===== src/rtl/sa48_ctrl_pkg.sv =====
// Shared constants, state encoding and slice-carry helper for the 48-bit sequential adder controller.
package sa48_ctrl_pkg;

    localparam int unsigned SLICE_W  = 12;
    localparam int unsigned N_SLICES = 4;
    localparam int unsigned OP_W     = SLICE_W * N_SLICES;
    localparam int unsigned CNT_W    = $clog2(N_SLICES);

    typedef enum logic [1:0] {
        ST_IDLE = 2'd0,
        ST_RUN  = 2'd1,
        ST_DONE = 2'd2
    } state_t;

    // Carry out of a + b + ci for one slice.
    function automatic logic slice_carry(input logic [SLICE_W-1:0] a,
                                         input logic [SLICE_W-1:0] b,
                                         input logic               ci);
        return ({1'b0, a} + {1'b0, b} + (SLICE_W+1)'(ci)) >= (SLICE_W+1)'(1 << SLICE_W);
    endfunction

endpackage


===== src/rtl/sa48_ctrl.sv =====
// Sequencer feeding 48-bit operands into the 12-bit sequential adder datapath, LSB slice first.
// Optional inter-slice carry chain enabled by defining SA48_CTRL_CARRY_EN.
module sa48_ctrl
    import sa48_ctrl_pkg::*;
(
    input  logic               clk,
    input  logic               rst,
    input  logic               start,
    input  logic [OP_W-1:0]    op_a,
    input  logic [OP_W-1:0]    op_b,
    output logic               ready,
    output logic               busy,
    output logic               done,
    output logic [SLICE_W-1:0] bus_a,
    output logic [SLICE_W-1:0] bus_b,
    output logic               shift_next,
    output logic               carry_out
);

    state_t            state;
    logic [CNT_W-1:0]  cnt;
    logic [OP_W-1:0]   sa;
    logic [OP_W-1:0]   sb;
    logic              accept;
    logic              last;

    // ready is high exactly in IDLE and DONE, so it doubles as the capture qualifier.
    assign accept = ready && start;
    assign last   = (cnt == CNT_W'(N_SLICES - 1));

    always_ff @(posedge clk) begin
        if (rst) begin
            state      <= ST_IDLE;
            cnt        <= '0;
            sa         <= '0;
            sb         <= '0;
            ready      <= 1'b1;
            busy       <= 1'b0;
            done       <= 1'b0;
            shift_next <= 1'b0;
        end else begin
            done <= 1'b0;
            case (state)
                ST_IDLE, ST_DONE: begin
                    if (start) begin
                        state      <= ST_RUN;
                        cnt        <= '0;
                        sa         <= op_a;
                        sb         <= op_b;
                        ready      <= 1'b0;
                        busy       <= 1'b1;
                        shift_next <= 1'b1;
                    end else begin
                        state      <= ST_IDLE;
                        ready      <= 1'b1;
                        busy       <= 1'b0;
                        shift_next <= 1'b0;
                    end
                end
                ST_RUN: begin
                    sa  <= sa >> SLICE_W;
                    sb  <= sb >> SLICE_W;
                    cnt <= cnt + CNT_W'(1);
                    if (last) begin
                        state      <= ST_DONE;
                        done       <= 1'b1;
                        ready      <= 1'b1;
                        busy       <= 1'b0;
                        shift_next <= 1'b0;
                    end
                end
                default: begin
                    state      <= ST_IDLE;
                    ready      <= 1'b1;
                    busy       <= 1'b0;
                    shift_next <= 1'b0;
                end
            endcase
        end
    end

    // Buses are zero outside RUN so the datapath only ever sees live slices.
    assign bus_b = busy ? sb[SLICE_W-1:0] : '0;

`ifdef SA48_CTRL_CARRY_EN
    logic c;

    always_ff @(posedge clk) begin
        if (rst) begin
            c         <= 1'b0;
            carry_out <= 1'b0;
        end else if (accept) begin
            c         <= 1'b0;
            carry_out <= 1'b0;
        end else if (busy) begin
            c <= slice_carry(sa[SLICE_W-1:0], sb[SLICE_W-1:0], c);
            if (last) begin
                carry_out <= slice_carry(sa[SLICE_W-1:0], sb[SLICE_W-1:0], c);
            end
        end
    end

    // Folding the carry into A keeps the datapath a plain per-slice adder.
    assign bus_a = busy ? (sa[SLICE_W-1:0] + SLICE_W'(c)) : '0;
`else
    assign bus_a     = busy ? sa[SLICE_W-1:0] : '0;
    assign carry_out = 1'b0;
`endif

endmodule

===== config.mk =====
export PLATFORM = sky130hd
export DESIGN_NAME = sa48_ctrl
export DESIGN_NICKNAME = d
export VERILOG_FILES = /design/src/rtl/sa48_ctrl_pkg.sv /design/src/rtl/sa48_ctrl.sv
export SDC_FILE = /design/constraint.sdc
export NUM_CORES = 1
export LEC_CHECK = 0
export BUFFER_PORTS_ARGS = -buffer_cell sky130_fd_sc_hd__buf_2
export CAP_MARGIN = 20
export CORE_AREA = 2 2 103 80
export CTS_CLUSTER_SIZE = 40
export DETAILED_ROUTE_END_ITERATION = 10
export DIE_AREA = 0 0 105 82
export PLACE_DENSITY = 0.84
export SLEW_MARGIN = 25
export SYNTH_ARGS = -nofsm -noshare
export SYNTH_HDL_FRONTEND = slang
export SYNTH_SLANG_ARGS = --single-unit

===== constraint.sdc =====
create_clock -name clk -period 2.4 [get_ports clk]
set_input_delay 0.36 -clock clk [delete_from_list [all_inputs] [get_ports clk]]
set_output_delay 0.36 -clock clk [all_outputs]
set_load 0.02 [all_outputs]

# ---- Yosys cells after proc, flatten, opt, wreduce, memory -nomap -nowiden
# Index checks and enable logic that the tools add are counted.
dict set report classes {
  addsub 1
  eq_ne 5
  n_mux 18
  bitwise 1
  reduce_logical 5
}
# op n
set op_table {}
lappend op_table {{48-bit case mux with 2 select lines} 2}
lappend op_table {{48-bit 2-to-1 mux} 2}
lappend op_table {{12-bit 2-to-1 mux} 2}
lappend op_table {{2-bit case mux with 2 select lines} 2}
lappend op_table {{1-bit 2-to-1 mux} 6}
lappend op_table {{2-bit equality test (second input constant)} 2}
lappend op_table {{2-bit 2-to-1 mux} 2}
lappend op_table {{2-bit != test (second input constant)} 2}
lappend op_table {{1-bit case mux with 2 select lines} 2}
lappend op_table {{2-bit OR reduction} 2}
lappend op_table {{2-bit by 1-bit adder with 2-bit output (second input constant)} 1}
lappend op_table {{2-bit by 1-bit equality test with 1-bit output (second input constant)} 1}
lappend op_table {{2-bit zero test} 1}
lappend op_table {{2-bit AND reduction} 1}
lappend op_table {{2-bit nonzero test} 1}
lappend op_table {{1-bit inverter} 1}
dict set report word_totals {
  ff_bits 103
  out_inout_bits 29
}

# ---- Depth between registers and ports, before layout
# Gate-level depths: netlist of the first run.
dict set report depth {
  ltp_word 4
  mapped_depth 6
  depth_no_buf 3
}

# ---- Least setup slack after synthesis of the first run
# OpenSTA, ideal clock, no wires.
dict set report synth_timing {
  path_type {register -> output}
  from {reg shift_next (netlist name)}
  to {out bus_a[0]}
  t_arrival_ns 0.985
  required_time_ns 2.040
  path_slack_ns 1.055
  path_stages_with_launch 3
  path_buffers 1
  path_cell_list {dfxtp_1 -> clkbuf_1 -> and2_1}
}
# element line_no
set synth_lines {}
lappend synth_lines {{end, declared} sa48_ctrl.sv:14} ;# output logic [SLICE_W-1:0] bus_a,

==> results of run 1 <==
## cell usage after synthesis (2+ instances only)
cell      count
a21oi_1      27
and2_1       24
buf_2        24
buf_4        10
clkbuf_1     22
dfxtp_1     103
nand2_1      25
nand2b_1      3
nand3_1      26
nor2b_1       2
nor3_1      144
nor3b_1       2
o22ai_1      72
## kinds of logic after synthesis
group | count (synthesis) | synth area share
and+or+nand+nor | 229 | 0.2830
other | 1 | 0.0009101
DFF | 103 | 0.5005
adders and majority gates | 1 | 0.003036
AOI/OAI and AO/OA | 101 | 0.1452
buffers and inverters | 56 | 0.06742
## state kept, by name, indices dropped and copies added, names as in the netlist
signal      cells
cnt             2
done            1
ready           1
sa             48
sb             48
shift_next      1
state           2
## worst register-to-register path, delay by kind of cell, from the launching register on
family                 cells  cell delay [ns]
flip-flops                 1             0.47
AND/OR/NAND/NOR            3             0.75
buffers and inverters      1             0.31
## power by group
group / leakage (uW) / internal (uW) / switching, uW
logic: 0.00108 / 281 / 374
clock network: 0.000102 / 523 / 591
registers: 0.000851 / 1870 / 98.2
## cells in the final DEF, fill, tap and decap left out
cell type and n:
a21oi_1 27, and2_1 24, and2b_2 1, buf_12 3
buf_2 125, buf_4 7, bufinv_16 1, clkbuf_1 1
clkbuf_8 10, clkinv_4 2, clkinvlp_4 1, conb_1 1
dfxtp_1 103, ha_1 1, inv_8 1, nand2_1 25
nand2b_1 1, nand2b_4 2, nand3_1 26, nand3b_1 1
nor2b_1 1, nor2b_4 1, nor3_1 144, nor3_2 1
nor3b_1 2, o21ai_0 1, o21bai_1 1, o22ai_1 72
## worst min-delay path by stage
stage	from	end	slack [ns]	cells after the start
after floorplan	sa[36]	sa[36]	0.45	2
after global placement	sa[37]	sa[37]	0.45	2
after detailed placement	sa[43]	sa[43]	0.46	2
after CTS	op_a[41]	sa[41]	0.21	3
after global routing	op_a[40]	sa[40]	0.21	3
final	op_a[40]	sa[40]	0.23	3
## stage by stage
step	std cells	cell area (sq um)
detailed placement	675	4736
global placement	675	4736
global route	691	4943
floorplan	491	4120
finish	691	4943
CTS	691	4943
## cell type report
class,count,share of cell area
Sequential cell,103,0.4171
Multi-Input combinational cell,332,0.3650
Timing Repair Buffer,135,0.1493
Clock buffer,11,0.02860
Tap cell,105,0.02658
Clock inverter,5,0.01341
## metal layers
layer	part of all wire	up-vias	track usage	wire [um]
li1	-	1967	-	-
met1	0.46	1885	0.3435	4942
met2	0.45	192	0.3864	4840
met3	0.072	17	0.05476	775
met4	0.013	0	0.06800	139
met5	0	-	0	0
==> summary.txt, run 1 <==
Run status
  – Status: completed

Job
  – Max-cap viol count: 0

Synthesis
  – Synth cell types: 20
  – Synth area leader: dfxtp_1
  – Syn nets: 591
  – FF+latch count, synth: 103
  – Yosys Warn Count: 0
  – Post-synthesis sequential area ratio: 0.5005
  – Post-synth top area share: 0.5005
  – Number of synthesized flops with an enable pin: 0
  – Mapped Area: 0.004120 sq mm
  – Mean Syn Cell Area: 8.391 sq um
  – FFs w/ async S/R, synth: 0
  – Post-Syn Instances: 491
  – Synth area leaders: dfxtp_1, nor3_1, o22ai_1, and2_1, a21oi_1
  – Synth Flop Type: dfxtp_1

Timing
  – Maximum clock frequency: 531.3 MHz
  – Final Cycle Share: 0.7842
  – Least-Margin Pin Slew: 0.6635 ns
  – Slew Limit Fails: 0
  – Setup violations, final: 0
  – RSZ-0062 raised after global routing: false
  – WHS: 0.2290 ns
  – Clock Skew: 0.01040 ns
  – Max_slew headroom: 0.5570
  – Final hold violations: 0
  – Post-layout minimum cycle time: 1.882 ns
  – Worst setup margin: 0.5179 ns
  – TNS Setup: 0 ns

GRT
  – Global-route wire length before repair: 17020 um
  – Vias in the first global route: 3594
  – Gr ovfl total: 0
  – Largest net degree at the start of global routing: 74
  – Gr usage total: 0.2457
  – Initial antenna violation count: 0

Power and ir drop
  – Worst VDD drop: 0.3580 mV
  – PD cells: 755.0 mW/mm^2
  – P_leak: 0.002037 uW
  – Tot Pwr: 3732 uW

Placed design
  – RePlAce Congestion: 0.8558
  – Pre-CTS setup slack: 0.8263 ns
  – Port Buffer Count: 126
  – DPL Wire Length: 7184 um

Detailed routing
  – WL/cell: 15.48 um
  – DR iter-0 viols: 360
  – Vias: 4061
  – Vias per cell: 5.877
  – Drt pass-1 iters: 5
  – Post-route ant nets: 0
  – DRC Markers: 0
  – Detailed Route WL: 10700 um

Worst setup path
  – Buffers & Inverters on Critical Path: 1
  – Top delay family on crit path: flip-flops
  – Crit end category: primary output
  – CP Launch Point: shift_next
  – CP Max Fanout: 27
  – Slowest CP cell: dfxtp_1
  – Worst Setup Path Type: reg -> out
  – Crit Reg-Reg Startpoint: state[0]
  – FF-to-FF setup slack: 0.78 ns
  – WP depth: 2
  – CP Launch Type: register
  – WP data required: 2.04 ns
  – CP Cell Sequence: and2_1 -> buf_2
  – R2r worst-path depth: 4
  – R2R Path End: sa[31]
  – Critical Path AT: 1.52 ns
  – Max incr delay on CP: 0.76 ns
  – Worst Setup EP: bus_a[10]

Clocking
  – H-tree levels: 3
  – Clock slew at reported path FFs: 0.10 ns
  – Setup repair bufs after CTS: 0
  – Root buffer cell: clkbuf_8
  – Clock Path Buffers: 2
  – CTS tree: done
  – TritonCTS buffer count: 9
  – Post-CTS resize count: 0
  – Clk_lat worst skew: 0.36 ns
  – Count of hold-fix buffers inserted at cts: 0
  – # clock sinks: 103

Die
  – I/O pin cnt: 128
  – Die area: 0.008610 sq mm
  – Die X: 105 um
  – Placeable Area: 0.007637 sq mm
  – Row count: 28
  – Starting density of the core: 0.5395
  – Die Y: 82 um

Final layout
  – Register area: 0.002062 sq mm
  – Area of the multi-input gates: 0.001804 sq mm
  – Ant. Diodes: 0
  – Post-layout util: 0.6473
  – Final nets: 681
  – Share of cells above drive strength 1: 0.2645
  – Area grow syn2layout: 19.98%
  – Fill count: 670

Worst hold path
  – HP Class: in -> reg
(Power assumes the default switching activity.)
==> inputs of run 2 (changes only) <==
--- a/config.mk
+++ b/config.mk
@@ -5,13 +5,14 @@
 export SDC_FILE = /design/constraint.sdc
 export NUM_CORES = 1
 export LEC_CHECK = 0
+export ABC_AREA = 1
 export BUFFER_PORTS_ARGS = -buffer_cell sky130_fd_sc_hd__buf_2
 export CAP_MARGIN = 20
-export CORE_AREA = 2 2 103 80
+export CORE_AREA = 2 2 120 93
 export CTS_CLUSTER_SIZE = 40
 export DETAILED_ROUTE_END_ITERATION = 10
-export DIE_AREA = 0 0 105 82
-export PLACE_DENSITY = 0.84
+export DIE_AREA = 0 0 122 95
+export PLACE_DENSITY = 0.78
 export SLEW_MARGIN = 25
 export SYNTH_ARGS = -nofsm -noshare
 export SYNTH_HDL_FRONTEND = slang
==> constraint.sdc (replaced) <==
create_clock -name clk -period 1.9 [get_ports clk]
set_input_delay 0.285 -clock clk [delete_from_list [all_inputs] [get_ports clk]]
set_output_delay 0.285 -clock clk [all_outputs]
set_load 0.02 [all_outputs]
==> summary.txt, run 2 <==
Synthesis
  – Synth area leaders: dfxtp_1, nand2_1, nand3_1, inv_1, nor2_1
  – Mean Syn Cell Area: 6.160 sq um
  – Mapped Area: 0.005458 sq mm
  – Synth cell types: 17
  – Yosys Warn Count: 0
  – Most common cell in the netlist: nand2_1
  – Post-Syn Instances: 886
  – Post-synthesis sequential area ratio: 0.3778
  – Syn nets: 986
  – Number of synthesized flops with an enable pin: 0
  – Synth area leader: dfxtp_1
  – Post-synth top area share: 0.3778
  – FFs w/ async S/R, synth: 0
  – Most frequent cells after synthesis: nand2_1, inv_1, nor2_1
  – FF+latch count, synth: 103
  – Synth Flop Type: dfxtp_1

Detailed routing
  – Post-route ant nets: 0
  – Vias: 5324
  – DR iter-0 viols: 455
  – Vias per cell: 4.758
  – Detailed Route WL: 12790 um
  – DRC Markers: 0
  – WL/cell: 11.43 um
  – Drt pass-1 iters: 5

Die
  – Die area: 0.01159 sq mm
  – Die X: 122 um
  – Row count: 33
  – Die Y: 95 um
  – I/O pin cnt: 128
  – Placeable Area: 0.01053 sq mm
  – Starting density of the core: 0.5184

Worst setup path
  – R2R Path End: sb[33]
  – R2r worst-path depth: 6
  – Max incr delay on CP: 0.34 ns
  – Slowest CP cell: dfxtp_1
  – CP Launch Type: register
  – Worst Setup Path Type: reg -> out
  – FF-to-FF setup slack: 0.51 ns
  – Crit Reg-Reg Startpoint: state[0]
  – Crit end category: primary output
  – WP data required: 1.62 ns
  – CP Max Fanout: 26
  – Worst Setup EP: bus_a[10]
  – CP Cell Sequence: buf_4 -> nand2_1 -> inv_1 -> buf_2
  – Critical Path AT: 1.34 ns
  – CP Launch Point: shift_next

Worst hold path
  – HP Class: in -> reg

GRT
  – Initial antenna violation count: 0
  – Largest net degree at the start of global routing: 89
  – Global-route wire length before repair: 21080 um
  – Vias in the first global route: 4695
  – Gr ovfl total: 0
  – Gr usage total: 0.2272

Clocking
  – H-tree levels: 3
  – Clock Path Buffers: 2
  – Clock slew at reported path FFs: 0.07 ns
  – # clock sinks: 103
  – CTS tree: done
  – Setup repair bufs after CTS: 0
  – Clk_lat worst skew: 0.36 ns
  – Root buffer cell: clkbuf_16
  – Count of hold-fix buffers inserted at cts: 0
  – Post-CTS resize count: 0
  – TritonCTS buffer count: 9

Timing
  – Slew Limit Fails: 0
  – Final hold violations: 0
  – Maximum clock frequency: 615.0 MHz
  – Least-Margin Pin Slew: 0.5967 ns
  – Setup violations, final: 0
  – Post-layout minimum cycle time: 1.626 ns
  – TNS Setup: 0 ns
  – Final Cycle Share: 0.8557
  – RSZ-0062 raised after global routing: false
  – WHS: 0.1450 ns
  – Max_slew headroom: 0.6022
  – Clock Skew: 0.007872 ns

Final layout
  – Share of cells above drive strength 1: 0.1634
  – Ant. Diodes: 0
  – Commonest non-fill, non-tap cell in the layout: nand2_1
  – Area grow syn2layout: 17.38%
  – Fill count: 1025
  – Final nets: 1074
  – Post-layout util: 0.6084
  – Most frequent cells in the layout: nand2_1, inv_1, nor2_1
  – Biggest regs: sa x48, sb x48

Placed design
  – RePlAce Congestion: 0.8145
  – Port Buffer Count: 126
  – DPL Wire Length: 8431 um

Power and ir drop
  – Worst VDD drop: 0.6634 mV
  – Tot Pwr: 5514 uW
  – PD cells: 860.7 mW/mm^2
  – P_leak: 0.003705 uW

Run status
  – Status: completed

Job
  – Max-cap viol count: 0
## run 2: cell types whose count changed after synthesis, moves of 10 or more
cell	change
nor2_1	+146
nand3_1	+119
and2_1	-24
nand3b_1	+23
nand2_1	+174
buf_6	+10
o22ai_1	-72
nor3_1	-142
inv_1	+170
## run 2: worst min-delay path by stage
stage | end | slack, ns | cells after the start | startpoint
global placement | shift_next | 0.45 | 2 | shift_next
detailed placement | ready | 0.46 | 2 | ready
CTS | sb[15] | 0.15 | 3 | op_b[15]
floorplan | sa[0] | 0.42 | 2 | op_a[0]
finish | sb[15] | 0.15 | 3 | op_b[15]
global route | sa[4] | 0.15 | 3 | op_a[4]
## run 2: cells by family (layout without fill, tap and decap cells)
group,Yosys count,in the layout,share of synthesized area
other cells,1,1,0.0006871
fa+ha+maj,1,1,0.002292
simple gates,517,517,0.4062
compound gates,29,29,0.02659
flops,103,103,0.3778
buf+inv,235,328,0.1864
## run 2: critical path: cells and delay by family (launching register included)
kind / cells / cell delay, ns
AND/OR/NAND/NOR: 1 / 0.13
flip-flops: 1 / 0.34
buffers and inverters: 3 / 0.50
## run 2: power breakdown
part	switching, uW	internal [uW]
clock	814	1190
sequential	74.4	2360
combinational	657	422
total	1550	3970
## run 2: per-layer routing
layer | part of all wire | global-route usage
met2 | 0.44 | 0.3608
met1 | 0.49 | 0.3129
met5 | 0 | 0
met3 | 0.062 | 0.05133
met4 | 0.014 | 0.05939
## run 2: layout make-up
| cell class | count | area (sq um) | area share |
|---|---|---|---|
| clock inverters | 5 | 81.33 | 0.01270 |
| inverters | 173 | 649.4 | 0.1014 |
| multi-input cells | 548 | 2391 | 0.3732 |
| clock buffers | 11 | 242.7 | 0.03789 |
| well taps | 140 | 175.2 | 0.02734 |
| repair buffers | 139 | 803.3 | 0.1254 |
| flip-flops and latches | 103 | 2063 | 0.3221 |
## run 2: per-stage QoR
stage,cell area [sq um],worst slack (ns),std cells
after CTS,6406,0.2912,1119
after detailed placement,6082,0.5321,1103
after global placement,6082,0.5456,1103
after global routing,6406,0.2078,1119
final,6406,0.2741,1119
after floorplan,5458,0.4494,886
